[src/rtl/disp_pkg.sv]
// disp_pkg: shared state encoding, dark-bus constants and hex-to-segment decode for the display scanner
package disp_pkg;
    typedef enum logic [1:0] {IDLE = 2'd0, BLANK = 2'd1, SHOW = 2'd2} disp_state_t;
    localparam logic [6:0] SEG_OFF = 7'h7F;
    localparam logic [3:0] AN_OFF  = 4'hF;
    function automatic logic [6:0] hex2seg(input logic [3:0] h);
        case (h)
            4'h0: hex2seg = 7'b1000000;
            4'h1: hex2seg = 7'b1111001;
            4'h2: hex2seg = 7'b0100100;
            4'h3: hex2seg = 7'b0110000;
            4'h4: hex2seg = 7'b0011001;
            4'h5: hex2seg = 7'b0010010;
            4'h6: hex2seg = 7'b0000010;
            4'h7: hex2seg = 7'b1111000;
            4'h8: hex2seg = 7'b0000000;
            4'h9: hex2seg = 7'b0010000;
            4'hA: hex2seg = 7'b0001000;
            4'hB: hex2seg = 7'b0000011;
            4'hC: hex2seg = 7'b1000110;
            4'hD: hex2seg = 7'b0100001;
            4'hE: hex2seg = 7'b0000110;
            default: hex2seg = 7'b0001110;
        endcase
    endfunction
endpackage

[src/rtl/disp_scan_ctrl.sv]
// disp_scan_ctrl: 4-digit seven-segment scanner with dead-time blanking and per-frame latching; DISP_ZERO_BLANK_EN enables leading-zero suppression
module disp_scan_ctrl #(
    parameter int SHOW_TICKS  = 100_000,
    parameter int BLANK_TICKS = 1_000
) (
    input  logic       clk,
    input  logic       rst,
    input  logic       en,
    input  logic [3:0] hex0,
    input  logic [3:0] hex1,
    input  logic [3:0] hex2,
    input  logic [3:0] hex3,
    input  logic [3:0] dp_in,
    output logic [3:0] an,
    output logic [6:0] seg,
    output logic       dp,
    output logic       frame_tick
);
    import disp_pkg::*;

    localparam int MAXT = (SHOW_TICKS > BLANK_TICKS) ? SHOW_TICKS : BLANK_TICKS;
    localparam int CW = (MAXT > 2) ? $clog2(MAXT) : 1;
    localparam logic [CW-1:0] SHOW_LAST  = CW'(SHOW_TICKS - 1);
    localparam logic [CW-1:0] BLANK_LAST = CW'(BLANK_TICKS - 1);

    disp_state_t   state;
    logic [1:0]    idx;
    logic [CW-1:0] cnt;
    logic [3:0]    sh [4];
    logic [3:0]    sh_dp;
    logic          reload;
    logic          supp;
    logic [3:0]    lit_an;
    logic [6:0]    lit_seg;
    logic          lit_dp;
`ifdef DISP_ZERO_BLANK_EN
    logic [3:0]    z;
`endif

    // Drive pattern for the digit about to be lit; suppressed leading zeros stay dark
    always_comb begin
`ifdef DISP_ZERO_BLANK_EN
        z[3] = sh[3] == 4'd0;
        z[2] = z[3] && sh[2] == 4'd0;
        z[1] = z[2] && sh[1] == 4'd0;
        z[0] = 1'b0;
        supp = z[idx];
`else
        supp = 1'b0;
`endif
        lit_an  = supp ? AN_OFF : ~(4'b0001 << idx);
        lit_seg = supp ? SEG_OFF : hex2seg(sh[idx]);
        lit_dp  = supp | ~sh_dp[idx];
        reload  = en && (state == IDLE || (state == SHOW && cnt == SHOW_LAST && idx == 2'd3));
    end

    // Shadow capture on every entry to BLANK with idx=0, pulsing frame_tick alongside
    always_ff @(posedge clk) begin
        if (rst) begin
            sh         <= '{default: 4'd0};
            sh_dp      <= 4'd0;
            frame_tick <= 1'b0;
        end else begin
            frame_tick <= reload;
            if (reload) begin
                sh    <= '{hex0, hex1, hex2, hex3};
                sh_dp <= dp_in;
            end
        end
    end

    // Scan FSM; outputs are loaded on the same edge that enters each state
    always_ff @(posedge clk) begin
        if (rst || !en) begin
            state <= IDLE;
            idx   <= 2'd0;
            cnt   <= '0;
            an    <= AN_OFF;
            seg   <= SEG_OFF;
            dp    <= 1'b1;
        end else begin
            case (state)
                IDLE: begin
                    state <= BLANK;
                    idx   <= 2'd0;
                    cnt   <= '0;
                end
                BLANK: begin
                    if (cnt == BLANK_LAST) begin
                        state <= SHOW;
                        cnt   <= '0;
                        an    <= lit_an;
                        seg   <= lit_seg;
                        dp    <= lit_dp;
                    end else begin
                        cnt <= cnt + 1'b1;
                    end
                end
                SHOW: begin
                    if (cnt == SHOW_LAST) begin
                        state <= BLANK;
                        cnt   <= '0;
                        idx   <= idx + 2'd1;
                        an    <= AN_OFF;
                        seg   <= SEG_OFF;
                        dp    <= 1'b1;
                    end else begin
                        cnt <= cnt + 1'b1;
                    end
                end
                default: state <= IDLE;
            endcase
        end
    end
endmodule

[config.mk]
export PLATFORM = sky130hd
export DESIGN_NAME = disp_scan_ctrl
export DESIGN_NICKNAME = d
export VERILOG_FILES = /design/src/rtl/disp_pkg.sv /design/src/rtl/disp_scan_ctrl.sv
export SDC_FILE = /design/constraint.sdc
export NUM_CORES = 1
export LEC_CHECK = 0
export ABC_AREA = 1
export BUFFER_PORTS_ARGS = -buffer_cell sky130_fd_sc_hd__buf_2
export CAP_MARGIN = 20
export CORE_AREA = 8 8 101 80
export DETAILED_ROUTE_END_ITERATION = 6
export DIE_AREA = 0 0 109 88
export GPL_TIMING_DRIVEN = 1
export PLACE_DENSITY = 0.75
export SETUP_SLACK_MARGIN = 0.05
export SKIP_LAST_GASP = 1
export SYNTH_ARGS = -nofsm -noshare
export SYNTH_HDL_FRONTEND = slang
export SYNTH_SLANG_ARGS = --single-unit
export TNS_END_PERCENT = 50
[constraint.sdc]
create_clock -name clk -period 1.8 [get_ports clk]
set_input_delay 0.09 -clock clk [delete_from_list [all_inputs] [get_ports clk]]
set_output_delay 0.09 -clock clk [all_outputs]
set_load 0.01 [all_outputs]
==> results.yml <==
global_routing:
  grt_overflow: 0
  first_global_vias: 2879
  grt_max_degree: 41
  antenna_found_initial: 0
  grt_pass1_wl_um: 13100
  grt.total_usage_pct: 16.7
timing:
  rsz0062_at_grt: "true"
  fin_crit_sh_pct: 91.2
  slew_headroom_pct: 74.7
  setup_tns_ns: 0
  slew_viol_final: 0
  setup_viol: 0
  worstMarginPinSlew_ns: 0.378
  layout_setup_ws_ns: 0.159
  fmax_ghz: 0.609
  fin_crit_ns: 1.64
  finalClockSkew_ns: 0.00928
  final-hold-violation-count: 0
floorplan:
  core_area_um2: 6540
  dieArea_um2: 9590
  io_pins: 36
  rows: 26
  initial_utilization_pct: 51.2
  fp.dieH_um: 88
  die_w_um: 109
worst_hold_path:
  hp-class: "in -> reg"
final_layout:
  layout_commonest_cell: "nand2_1"
  nets: 594
  num_antenna_cells: 0
  fin_area_um2: 3820
  seq_area_um2: 1090
  multi_input_area_um2: 1940
  layout-drive-gt1-share_pct: 20.3
  mostFrequentLayoutCells: "142 x nand2_1, 74 x nand3_1, 54 x nor2_1"
  fillers: 645
  finalNonFillerCells: 641
  synthToLayoutAreaGrowth_pct: 14.3
pwr:
  p_int_mw: 1.80
  leakagePower_nw: 1.78
  switchingPower_mw: 0.860
  power_frac_seq_pct: 49.2
  ir_worst_vdd_mv: 0.316
  clkPwrFrac_pct: 26.4
  powerDensity_nw_per_um2: 694
  pwr-share-comb_pct: 24.4
  swShare_pct: 32.4
clock_tree:
  tritoncts: "yes"
  clkLatencyLatePin_ns: 0.32
  cts_sinks: 54
  numCtsBuffers: 5
  cts_hold_buf: 0
  root_buffer: "clkbuf_8"
  clockBufferDepth: 2
  clk_pin_slew_ns: 0.10
  h-tree-depth: 2
status:
  status: "finished clean"
critical_path:
  end_kind: "flop"
  start_kind: "flop"
  arrival_ns: 1.85
  critPathMaxFanout: 12
  cp.required_ns: 2.01
  critPathKind: "reg -> reg"
synthesis:
  ys.flop_type: "dfxtp_1"
  yosysUniqueCellTypes: 31
  syn_area_um2: 3350
  syn-mean-instance-area_um2: 6.49
  yosys_warnings: 0
  synthArstFlopShare_pct: 0
  synth_edf_count: 0
  synth_cells: 516
  ys_seq_elements: 54
  synth_seq_area_share_pct: 32.3
  syn_nets: 554
routing:
  routed_via_density: 5.08
  drcViolationCount: 0
  via_count: 3254
  routed_wl_um: 7980
  drtIter0Drc: 250
  post_drt_wl_per_cell_um: 12.4
  firstDrtPassIters: 5
  ant_nets: 0
placed_design:
  dpl.hpwl_um: 5730
  placed_cell_area_um2: 3610
  dp_cells: 626
  gp_congestion: 0.921
  port_buffers: 35
  dpl_worst_slack_ns: 0.0995
job:
  maxCapViolations: 0
-- layout make-up --
cell class / instances / share of cell area (%)
Multi-Input combinational cell: 380 / 50.8
Sequential cell: 54 / 28.4
Clock inverter: 3 / 0.654
Timing Repair Buffer: 58 / 9.94
Clock buffer: 5 / 1.80
Inverter: 57 / 5.59
Tap cell: 84 / 2.75
-- metrics by stage --
stage / hold slack, ns / util (%) / total power [mW]
floorplan: 0.309 / - / 1.79
global placement: 0.394 / 55.1 / 1.91
detailed placement: 0.413 / 55.1 / 1.91
CTS: 0.0731 / 56.6 / 2.62
global route: 0.0922 / 58.5 / 2.82
finish: 0.0757 / 58.5 / 2.66
-- routing by layer --
metal	GRT usage [%]	routed length (um)
met5	0	0
met4	6.07	153
met3	3.60	498
met2	23.0	3090
met1	24.3	4230
-- logic make-up after synthesis --
logic type / synth area share, %
adders and majority gates: 5.61
AOI/OAI and AO/OA: 8.78
xor gates and xnor gates: 1.31
and+or+nand+nor: 40.4
DFF: 32.3
buffers and inverters: 11.6
-- state kept, by name, summed over array words and instances, names as in the netlist --
name,count
seg,7
idx,2
frame_tick,1
dp,1
sh_dp,4
sh,16
state,2
cnt,17
an,4
-- cell usage after synthesis (2+ instances only) --
cell type,n,area [um2]
buf_8,2,30.0
o21ai_0,5,25.0
nand4_1,2,12.5
nand3b_1,4,30.0
nor2_4,3,33.8
nand2_4,4,45.0
dfxtp_1,54,1080
ha_1,15,188
xor2_1,4,35.0
nand3_1,74,370
buf_1,4,15.0
clkbuf_1,7,26.3
a21oi_1,48,240
nor2_1,55,206
buf_6,6,67.6
nand2_1,145,544
buf_2,7,35.0
inv_2,6,22.5
nand2_2,10,62.6
inv_1,50,188
-- what timing repair did --
action | CTS | global route
setup buffers | 0 | 6
resized for setup | 1 | 24
endpoints found under the hold margin | 0 | 0
cloned | 0 | 1
endpoints found under the setup margin | 2 | 47
pin swaps | 0 | 5
-- worst max-delay path: stages (launching register included) --
cell	delay, ns
dfxtp_2	0.35
ha_1	0.16
nand2_1	0.08
inv_2	0.11
nand2_2	0.07
nor2_4	0.14
nand2_2	0.09
nand2_4	0.11
nand2_8	0.11
buf_4	0.18
nand3b_1	0.08
a21oi_1	0.06
-- power groups by stage --
stage | clock [mW] | combinational, mW | sequential (mW)
2_1_floorplan | 0 | 0.460 | 1.33
3_3_place_gp | 0 | 0.577 | 1.33
3_5_place_dp | 0 | 0.584 | 1.33
4_1_cts | 0.724 | 0.592 | 1.30
5_1_grt | 0.772 | 0.733 | 1.31
6_report | 0.701 | 0.649 | 1.31
-- final timing paths --
path	startpoint	to	slack, ns	cells past startpoint
setup / recovery	cnt[0]$_SDFFE_PP0N_	cnt[7]$_SDFFE_PP0N_	0.16	11
hold reg to reg	an[3]$_SDFFE_PP1P_	an[3]$_SDFFE_PP1P_	0.48	2
setup reg to reg	cnt[0]$_SDFFE_PP0N_	cnt[7]$_SDFFE_PP0N_	0.16	11
hold / removal	hex0[1]	sh[13]$_SDFFE_PP0P_	0.08	5
Power figures use the tool's default switching activity.
